## src/rtl/siso_loopback_ctrl.sv

```systemverilog
// Loopback sequencer for an external DEPTH-stage SISO shift register: clears the chain,
// shifts a word in MSB-first, captures WIDTH bits DEPTH cycles later and flags a match.
module siso_loopback_ctrl #(
    parameter int WIDTH = 8,
    parameter int DEPTH = 4
) (
    input  logic             clk,
    input  logic             reset,
    input  logic             start,
    input  logic [WIDTH-1:0] tx_data,
    output logic             ready,
    output logic             busy,
    output logic             sr_reset,
    output logic             sr_serial_in,
    input  logic             sr_serial_out,
    output logic [WIDTH-1:0] rx_data,
    output logic             done,
    output logic             match
);

    localparam int CNT_W = $clog2(WIDTH + DEPTH);
    localparam logic [CNT_W-1:0] CNT_LAST  = CNT_W'(WIDTH + DEPTH - 1);
    localparam logic [CNT_W-1:0] CNT_FIRST = CNT_W'(DEPTH);

    localparam logic [1:0] S_IDLE  = 2'd0;
    localparam logic [1:0] S_CLEAR = 2'd1;
    localparam logic [1:0] S_RUN   = 2'd2;
    localparam logic [1:0] S_DONE  = 2'd3;

    logic [1:0]       state;
    logic [CNT_W-1:0] cnt;
    logic [WIDTH-1:0] tx_q;
    logic [WIDTH-1:0] tx_sh;

    function automatic logic [WIDTH-1:0] shift_in(input logic [WIDTH-1:0] word, input logic b);
        logic [WIDTH-1:0] r;
        r    = word << 1;
        r[0] = b;
        return r;
    endfunction

    assign ready = (state == S_IDLE);
    assign busy  = (state == S_CLEAR) || (state == S_RUN);

    // tx_sh shifts in zeros, so its MSB naturally becomes the 0 padding after WIDTH bits
    always_ff @(posedge clk) begin
        if (reset) begin
            state        <= S_IDLE;
            cnt          <= '0;
            rx_data      <= '0;
            done         <= 1'b0;
            match        <= 1'b0;
            sr_reset     <= 1'b0;
            sr_serial_in <= 1'b0;
        end else begin
            done         <= 1'b0;
            sr_reset     <= 1'b0;
            sr_serial_in <= 1'b0;
            case (state)
                S_IDLE: begin
                    if (start) begin
                        state    <= S_CLEAR;
                        tx_q     <= tx_data;
                        tx_sh    <= tx_data;
                        rx_data  <= '0;
                        cnt      <= '0;
                        match    <= 1'b0;
                        sr_reset <= 1'b1;
                    end
                end
                S_CLEAR: begin
                    state        <= S_RUN;
                    sr_serial_in <= tx_sh[WIDTH-1];
                    tx_sh        <= tx_sh << 1;
                end
                S_RUN: begin
                    if (cnt >= CNT_FIRST)
                        rx_data <= shift_in(rx_data, sr_serial_out);
                    if (cnt == CNT_LAST) begin
                        state <= S_DONE;
                        done  <= 1'b1;
                        match <= (shift_in(rx_data, sr_serial_out) == tx_q);
                    end else begin
                        cnt          <= cnt + 1'b1;
                        sr_serial_in <= tx_sh[WIDTH-1];
                        tx_sh        <= tx_sh << 1;
                    end
                end
                S_DONE: begin
                    state <= S_IDLE;
                end
                default: begin
                    state <= S_IDLE;
                end
            endcase
        end
    end

endmodule

```

## config.mk

```make
export PLATFORM = sky130hd
export DESIGN_NAME = siso_loopback_ctrl
export DESIGN_NICKNAME = d
export VERILOG_FILES = /design/src/rtl/siso_loopback_ctrl.sv
export SDC_FILE = /design/constraint.sdc
export NUM_CORES = 1
export LEC_CHECK = 0
export ABC_AREA = 0
export CAP_MARGIN = 20
export CORE_MARGIN = 2
export CORE_UTILIZATION = 46
export CTS_CLUSTER_SIZE = 14
export DETAILED_ROUTE_END_ITERATION = 10
export HOLD_SLACK_MARGIN = 0.12
export PLACE_DENSITY = 0.85
export SLEW_MARGIN = 20
export SYNTH_ARGS = -nofsm -noshare
export SYNTH_HDL_FRONTEND = slang
export SYNTH_SLANG_ARGS = --single-unit
```

## constraint.sdc

```tcl
create_clock -name clk -period 2.3 [get_ports clk]
set_input_delay 0.345 -clock clk [delete_from_list [all_inputs] [get_ports clk]]
set_output_delay 0.345 -clock clk [all_outputs]
set_load 0.01 [all_outputs]
```

==> results of run 1 <==
[flip-flops by register name (all words and copies together) (netlist names)]
signal and cells:
rx_data 8, tx_q 8, tx_sh 8, cnt 4
state 2, done 1, match 1, sr_reset 1
sr_serial_in 1
[what timing repair did]
item                       in CTS  in global routing
setup endpoints to repair       1                  1
buffers inserted                0                  0
resized for setup               1                  1
[routing by layer]
layer | GRT usage | vias to the layer above | share of wire
met5 | 0 | - | 0
li1 | - | 523 | -
met2 | 0.268 | 38 | 0.49
met3 | 0.0525 | 5 | 0.059
met4 | 0.100 | 0 | 0.020
met1 | 0.197 | 499 | 0.43
[power groups by stage]
stage	Sequential (W)	Clock (W)	Combinational [W]
3_3_place_gp	0.000815	0	0.000677
3_5_place_dp	0.000824	0	0.000703
2_1_floorplan	0.000815	0	0.000507
4_1_cts	0.000809	0.000441	0.000714
6_report	0.000808	0.000425	0.000739
5_1_grt	0.000822	0.000459	0.000807
[kinds of logic (layout without fill, tap and decap cells)]
family	after synthesis	after routing	synth area share
xor gates and xnor gates	8	8	0.0459
AOI/OAI and AO/OA	11	11	0.0475
and+or+nand+nor	50	50	0.170
adders and majority gates	5	5	0.0410
buffers and inverters	7	38	0.0180
DFF	34	34	0.551
muxes	18	18	0.126
[layout by cell type (no fill, tap or decap)]
master	netlist	final
nand3_1	2	2
clkinv_2	0	2
a32oi_1	1	1
a21o_1	1	1
mux2i_1	10	10
inv_1	2	2
nor2_1	17	17
a21oi_4	1	1
buf_4	0	3
bufinv_16	0	1
clkbuf_4	0	5
nand3b_1	1	1
mux2_2	7	7
or2b_1	1	1
and3b_1	1	1
and3_1	1	1
ha_1	5	4
xnor2_1	7	7
ha_4	0	1
and2_1	10	10
edfxtp_1	16	16
nor4_1	1	1
o21ai_0	3	3
nand2_1	4	4
dfxtp_1	18	18
nand4_1	2	2
nor3_1	3	3
a21oi_1	5	5
clkdlybuf4s50_1	0	25
xor2_1	1	1
nor2b_1	4	4
nand2b_1	2	2
or4_1	1	1
mux2i_2	1	1
[final timing paths]
kind | from | to | slack (ps) | depth (start not counted)
max | state[0]$_SDFFE_PP0P_ | busy | 230 | 3
min | rx_data[7]$_SDFFE_PP0P_ | rx_data[7]$_SDFFE_PP0P_ | 510 | 2
max reg2reg | state[0]$_SDFFE_PP0P_ | tx_sh[1]$_DFFE_PP_ | 310 | 6
min reg2reg | rx_data[7]$_SDFFE_PP0P_ | rx_data[7]$_SDFFE_PP0P_ | 510 | 2
[synthesized netlist by cell type (2+ instances only)]
cell type,instances
nand2b_1,2
nor2_1,17
nand4_1,2
nor2b_1,4
inv_1,2
a21oi_1,5
mux2_2,7
edfxtp_1,16
nand3_1,2
and2_1,10
xnor2_1,7
ha_1,5
nand2_1,4
dfxtp_1,18
nor3_1,3
mux2i_1,10
clkbuf_1,4
o21ai_0,3
[cell type report]
type,count,area [sq um]
multi-input combinational,92,671
clock buffer,5,37.5
clock inverter,3,40.0
sequential,34,841
inverter,2,7.51
tap,44,55.1
fill,277,1180
timing repair buffer,28,273
[metrics by stage]
step	instance area, sq um	utilization	setup slack (ps)
after global placement	1830	0.591	417
final	1920	0.620	229
after CTS	1910	0.617	79.5
after floorplan	1530	-	96.3
after detailed placement	1830	0.591	378
after global routing	1920	0.620	115
[worst reg2reg max path: cells and delay by family, from the launching register on]
kind | cells | cell delay, ps
adders and majority gates | 1 | 290
buffers and inverters | 3 | 560
DFF | 1 | 390
and+or+nand+nor | 2 | 480
==> metrics.txt, run 1 <==
status complete, no violations; maxcap violations 0; Static Leakage 0.708 nW; DP HPWL 2070 um; Setup crit end kind output port; post-synthesis sequential area ratio 0.551; n_diodes 0; # H-tree levels 2; die footprint 0.00380 sq mm; Synth Warn # 0; Final Hold Fails 0; syn nets 150; vias in the first global route 1004; First-pass DRT Iterations 4; Root Buffer clkbuf_4; Pint 0.00137 W; Final #Nets 180; Area contributors post-synth edfxtp_1 (31%), dfxtp_1 (24%), mux2i_1 (6.6%); total vias in the final route 1065; Clock Path Buffers 2; CTS Buf Count 5; skew final 4.21 ps; Placed Instances 200; cell count after synthesis 133; final hold slack 507 ps; routed length per placed instance 12.9 um; P&R area growth vs syn 26.1%; Max Transition Viols Final 0; CTS Hold Bufs 0; Synth Flop Type dfxtp_1; worst min-delay path class reg2reg; Post-DRT Antenna Nets 0; Buf/Inv on CP 2; final non-filler cell total 208; Final Cycle Share 0.900; number of synthesized register bits 34; TritonCTS clock tree done; GP Congestion 0.736; synthesized area 0.00153 sq mm; register share of total power 0.410; Post-synth EDFFs 16; Critical Path AT 1730 ps; grt ovf 0; die extent in y 61.6 um; Initial Util 0.492; CP max stage delay 550 ps; first-pass GRT wire length 4440 um; port bufs 25; Final setup viols 0; setup TNS 0 ps; CTS clk-pin slew, worst paths 100 ps; Tmin final 2070 ps; pwr/cell area 1020 mW/mm^2; Comb power frac 0.375; largest net degree at the start of global routing 16; critical path class reg2out; Power Total 0.00197 W; Mean Syn Cell Area 11.5 sq um; Startpoint Class flop; FP Rows 20; asr flop ratio synth 0; RSZ-0062 raised after global routing no; Slew @ Worst Pin 549 ps; core area 0.00310 sq mm; crit-path cells inv_1 -> ha_4 -> clkdlybuf4s50_1; Unique masters post-synth 30; # DRC 0; clock share of power 0.215; f_max 483 MHz; switching pwr 0.000601 W; Top delay family on crit path buffers and inverters; die width 61.6 um; share of cells above drive strength 1 0.128; initial antenna violation count 0; worst path required time 1960 ps; Slew HR 0.632; final wirelength 2690 um; slowest CP cell clkdlybuf4s50_1; Net Sw Frac 0.305; Worst VDD drop 0.680 mV; Clock Sinks 34; IO Count 26; Via density 5.12; Worst-Skew Late Latency 340 ps; initial DRC count 44; Synth area leader edfxtp_1; post-synth top area share 0.315; Overall Global Routing Usage 0.167; maximum net fanout on the critical path 11
Note: power is estimated with default switching activity, not from simulation.
==> run 2: changes to the inputs <==
CORE_UTILIZATION = 51   (was 46)
PLACE_DENSITY = 0.88   (was 0.85)
clock period = 2.2 ns   (was 2.3 ns; I/O delays follow)
==> run 2 against run 1 <==
Compared with the run above: the flow now finishes with violations (design-rule violations); clock power shrank 24%; cell area shrank 1.6%; non-clock buffer count grew 2; sequential share of layout area grew 0.72 points; worst setup slack lost 3.9 ps; via count shrank 1.2%.
==> metrics.txt, run 2 (synthesis results as in run 1) <==
status finished with violations; failing checks design-rule violations; die footprint 0.00345 sq mm (-9.2%); pwr/cell area 1010 mW/mm^2 (-1.1%); slowest CP cell clkdlybuf4s50_1; Overall Global Routing Usage 0.180 (+0.0128); highest metal used met4; Tmin final 1970 ps; crit-path cells inv_1 -> ha_1 -> clkdlybuf4s50_1; total vias in the final route 1052 (-1.2%); core area 0.00281 sq mm (-9.6%); clock share of power 0.169 (-0.046); leading cell type in the layout, fill and taps excluded clkdlybuf4s50_1; Worst-Skew Late Latency 330 ps (about the same); Net Sw Frac 0.324 (+0.0189); GP Congestion 0.751 (+2.1%); maximum net fanout on the critical path 4 (-7); Clock Sinks 34 (unchanged); RSZ-0062 raised after global routing no; Setup crit end kind output port; share of cells above drive strength 1 0.133 (+0.00448); critical path class reg2out; Root Buffer clkbuf_4; # H-tree levels 2 (unchanged); Critical Path AT 1640 ps (-90 ps); worst path required time 1870 ps (-90 ps); TritonCTS clock tree done; Post-DRT Antenna Nets 0 (unchanged); Final Hold Fails 0 (unchanged); IO Count 26 (unchanged); die extent in y 58.7 um (-4.7%); CTS Buf Count 5 (unchanged); worst min-delay path class reg2reg; post-CTS setup buffer count 0 (unchanged); PnR worst setup slack 225 ps (-3.85 ps); die width 58.7 um (-4.7%); CTS clk-pin slew, worst paths 100 ps (about the same); Worst VDD drop 0.573 mV (-16%); grt ovf 0 (unchanged); f_max 506 MHz; Place WS 368 ps (-10.3 ps); setup TNS 0 ps (unchanged); Largest regs rx_data: 8 flops, tx_q: 8 flops, tx_sh: 8 flops; n_diodes 0 (unchanged); Clock Path Buffers 2 (unchanged); final wirelength 2600 um (-3.3%); met3 routed WL 142 um (-10%); Comb power frac 0.390 (+0.015); First-pass DRT Iterations 7 (+3); Max Transition Viols Final 0 (unchanged); Slew HR 0.710 (+0.0779); switching pwr 0.000621 W (+3.3%); initial DRC count 33 (-25%); DP HPWL 1960 um (-5.3%); Buf/Inv on CP 2 (unchanged); Top delay family on crit path buffers and inverters; filler cell count in the final layout 212 (-23%); Initial Util 0.544 (+0.0522); Final setup viols 0 (unchanged); port bufs 25 (unchanged); Final Cycle Share 0.898; register-to-register setup slack 340 ps (+30 ps); FP Rows 19 (-5.0%); largest net degree at the start of global routing 20 (+4); Startpoint Class flop; vias in the first global route 1040 (+3.6%); Pint 0.00130 W (-5.4%); initial antenna violation count 0 (unchanged); metal2 WL 1250 um (-6.3%); Slew @ Worst Pin 435 ps (-115 ps); Via density 5.34 (+4.3%); first-pass GRT wire length 4510 um (+1.4%); # DRC 1 (+1); most frequent cells in the layout clkdlybuf4s50_1 (25), dfxtp_1 (18), nor2_1 (17); CTS Hold Bufs 0 (unchanged); Static Leakage 0.702 nW (-0.83%); routed length per placed instance 13.2 um (+2.1%); P&R area growth vs syn 24.0%; register share of total power 0.440 (+0.030); skew final 3.13 ps (-1.09 ps); Final #Nets 182 (+1.1%); met1 wire length 1150 um (+0.52%); CP max stage delay 530 ps (-20 ps); Resized cells post-CTS 0 (-1); maxcap violations 0 (unchanged)
-- run 2: per-layer routing --
layer / track usage / vias up
li1: - / 528
met4: 0.0974 / 0
met5: 0 / -
met2: 0.297 / 37
met3: 0.0527 / 7
met1: 0.212 / 480
-- run 2: through the flow --
stage / util / power (W) / area, sq um / hold slack [ps] / instances
floorplan: - / 0.00139 / 1530 / 429 / 133
finish: 0.675 / 0.00192 / 1890 / 518 / 197
detailed placement: 0.656 / 0.00161 / 1840 / 493 / 189
CTS: 0.675 / 0.00194 / 1890 / 515 / 197
global route: 0.675 / 0.00205 / 1890 / 543 / 197
global placement: 0.656 / 0.00158 / 1840 / 490 / 189
-- run 2: power by group through the flow --
stage | clock network (W) | registers, W | logic, W
floorplan | 0 | 0.000852 | 0.000534
global placement | 0 | 0.000854 | 0.000731
detailed placement | 0 | 0.000859 | 0.000751
CTS | 0.000333 | 0.000846 | 0.000757
global route | 0.000365 | 0.000857 | 0.000829
finish | 0.000325 | 0.000845 | 0.000749
-- run 2: area by class of cell --
type | instances | area (sq um) | share of cell area
Clock inverter | 3 | 16.3 | 0.00859
Clock buffer | 5 | 37.5 | 0.0198
Tap cell | 31 | 38.8 | 0.0205
Sequential cell | 34 | 841 | 0.444
Timing Repair Buffer | 30 | 288 | 0.152
Inverter | 2 | 7.51 | 0.00397
Multi-Input combinational cell | 92 | 664 | 0.351
-- run 2: worst min-delay path: stages (launching register included) --
cell      delay, ps
edfxtp_1        370
nand2_1          80
nor3_1           40
-- run 2: final timing paths --
kind	startpoint	cells after the start	endpoint
max	state[1]$_SDFFE_PP0P_	3	busy
max reg2reg	state[0]$_SDFFE_PP0P_	6	rx_data[1]$_SDFFE_PP0P_
min reg2reg	tx_sh[7]$_DFFE_PP_	2	sr_serial_in$_SDFF_PP0_
min	tx_sh[7]$_DFFE_PP_	2	sr_serial_in$_SDFF_PP0_
==> run 3: changes to the inputs <==
ABC_AREA = 1   (was 0)
CORE_UTILIZATION = 52   (was 51)
PLACE_DENSITY = 0.89   (was 0.88)
==> run 3 against run 2 <==
Compared with the run above: the flow now finishes without violations; utilization up 1.5 points; wire length up 13%; maximum frequency down 1.1%; die area down 1.1%.
==> metrics.txt, run 3 <==
Worst-Skew Late Latency 350 ps (+20 ps); status complete, no violations; worst path required time 1870 ps (about the same); CTS clk-pin slew, worst paths 120 ps (+20 ps); Largest regs rx_data: 8 flops, tx_q: 8 flops, tx_sh: 8 flops; Buf/Inv on CP 2 (unchanged); initial antenna violation count 0 (unchanged); leading cell type in the layout, fill and taps excluded nand2_1; worst min-delay path class reg2reg; CP max stage delay 540 ps (about the same); critical path class reg2out; # H-tree levels 2 (unchanged); filler cell count in the final layout 209 (-1.4%); footprint of the multi-input gates 572 sq um (-14%); vias in the first global route 1138 (+9.4%); Via density 5.32 (-0.37%); Final #Nets 216 (+19%); setup TNS 0 ps (unchanged); Top delay family on crit path buffers and inverters; synthesized area 0.00154 sq mm (+0.74%); GP Congestion 0.796 (+6.0%); IO Count 26 (unchanged); Clock Path Buffers 2 (unchanged); Mean Syn Cell Area 9.21 sq um (-20%); cell count after synthesis 167 (+26%); share of cells above drive strength 1 0.145 (+0.0125); TritonCTS clock tree done; Max Transition Viols Final 0 (unchanged); final wirelength 2950 um (+13%); routed length per placed instance 12.8 um (-3.3%); post-CTS setup buffer count 0 (unchanged); Slew HR 0.609 (-0.101); f_max 501 MHz (-1.1%); grt ovf 0 (unchanged); Worst VDD drop 1.30 mV (+130%); Final Hold Fails 0 (unchanged); post-synthesis sequential area ratio 0.547 (-0.00403); Commonest cells post-synth nand2_1 (33), inv_1 (19), dfxtp_1 (18); Clock Sinks 34 (unchanged); Critical Path AT 1670 ps (+30 ps); syn nets 184 (+23%); core area 0.00278 sq mm (-0.85%); maxcap violations 0 (unchanged); Overall Global Routing Usage 0.187 (+0.00722); FP Rows 19 (unchanged); Synth Warn # 0 (unchanged); RSZ-0062 raised after global routing no; most frequent cells in the layout nand2_1 (33), clkdlybuf4s50_1 (25), inv_1 (19); Resized cells post-CTS 0 (unchanged); pwr/cell area 1130 mW/mm^2 (+12%); Final setup viols 0 (unchanged); die extent in y 58.4 um (-0.56%); Area contributors post-synth edfxtp_1 (31%), dfxtp_1 (23%), nand2_1 (8.1%); die footprint 0.00341 sq mm (-1.1%); CTS Hold Bufs 0 (unchanged); asr flop ratio synth 0 (unchanged); register-to-register setup slack 380 ps (+40 ps); Synth area leader edfxtp_1; Setup crit end kind output port; die width 58.4 um (-0.56%); largest net degree at the start of global routing 16 (-20%); P&R area growth vs syn 24.8%; CTS Buf Count 5 (unchanged); Synth Flop Type dfxtp_1; total vias in the final route 1229 (+17%); Seq. cell area 841 sq um (unchanged); First-pass DRT Iterations 4 (-3); skew final 13.0 ps (+9.92 ps); PnR worst setup slack 203 ps (-21.7 ps); DP HPWL 2230 um (+14%); # DRC 0 (-1); Place WS 261 ps (-107 ps); crit-path cells inv_1 -> ha_1 -> clkdlybuf4s50_1; number of synthesized register bits 34 (unchanged); Final Cycle Share 0.908 (+0.00986); Post-synth EDFFs 16 (unchanged); Startpoint Class flop; Initial Util 0.553 (+0.00870); Post-DRT Antenna Nets 0 (unchanged); most frequent cell after synthesis nand2_1; port bufs 25 (unchanged); Tmin final 2000 ps (+21.7 ps); n_diodes 0 (unchanged); Slew @ Worst Pin 586 ps (+152 ps); post-synth top area share 0.312 (-0.00230); maximum net fanout on the critical path 4 (unchanged); Root Buffer clkbuf_4; initial DRC count 37 (+12%); first-pass GRT wire length 4690 um (+4.0%); Static Leakage 0.775 nW (+10%); slowest CP cell clkdlybuf4s50_1; Unique masters post-synth 25 (-17%)
run 3: cell count changes in the layout (fill, tap and decap cells not counted), moves of 10 or more:
cell,change
a21oi_1,+11
mux2i_1,-10
nand2_1,+29
inv_1,+17
nand3_1,+13
and2_1,-10
run 3: kinds of logic (layout without fill, tap and decap cells):
family,after synthesis,after routing,synth area share
muxes,7,7,0.0513
xor gates and xnor gates,1,1,0.00570
adders and majority gates,5,5,0.0407
and+or+nand+nor,65,65,0.191
DFF,34,34,0.547
AOI/OAI and AO/OA,25,25,0.0830
buffers and inverters,30,63,0.0814
run 3: area by class of cell:
cell class	count	share of cell area
Inverter	26	0.0548
Sequential cell	34	0.438
Clock inverter	3	0.0235
Multi-Input combinational cell	103	0.298
Clock buffer	5	0.0196
Tap cell	31	0.0202
Timing Repair Buffer	29	0.146
run 3: layer usage:
metal | wire length [um] | share of wire | GRT usage | vias to the layer above
met4 | 74 | 0.025 | 0.0797 | 0
li1 | - | - | - | 614
met1 | 1200 | 0.41 | 0.198 | 568
met2 | 1500 | 0.51 | 0.332 | 40
met5 | 0 | 0 | 0 | -
met3 | 170 | 0.058 | 0.0703 | 7
run 3: path summary, 6_finish.rpt:
kind,start,end,depth (start not counted)
setup / recovery,state[0]$_SDFFE_PP0P_,busy,3
hold / removal,cnt[1]$_SDFFE_PP0P_,cnt[1]$_SDFFE_PP0P_,2
setup reg to reg,state[0]$_SDFFE_PP0P_,tx_sh[5]$_DFFE_PP_,6
hold reg to reg,cnt[1]$_SDFFE_PP0P_,cnt[1]$_SDFFE_PP0P_,2
run 3: report_power, final:
part	switching (W)	internal, W	leakage [nW]
Sequential	0.0000550	0.000803	0.296
Clock	0.000226	0.000238	0.0374
Combinational	0.000492	0.000356	0.441
run 3: worst min-delay path, cell delays in order, from the launching register on:
cell and delay (ps):
dfxtp_1 350, nand2_1 60, a21oi_1 60
run 3: through the flow:
| step | std cells | area (sq um) | utilization | power (W) | hold slack [ps] |
|---|---|---|---|---|---|
| 5_1_grt | 231 | 1920 | 0.690 | 0.00229 | 533 |
| 6_report | 231 | 1920 | 0.690 | 0.00217 | 500 |
| 3_3_place_gp | 223 | 1840 | 0.660 | 0.00166 | 466 |
| 2_1_floorplan | 167 | 1540 | - | 0.00145 | 429 |
| 3_5_place_dp | 223 | 1840 | 0.660 | 0.00171 | 488 |
| 4_1_cts | 231 | 1920 | 0.690 | 0.00217 | 504 |
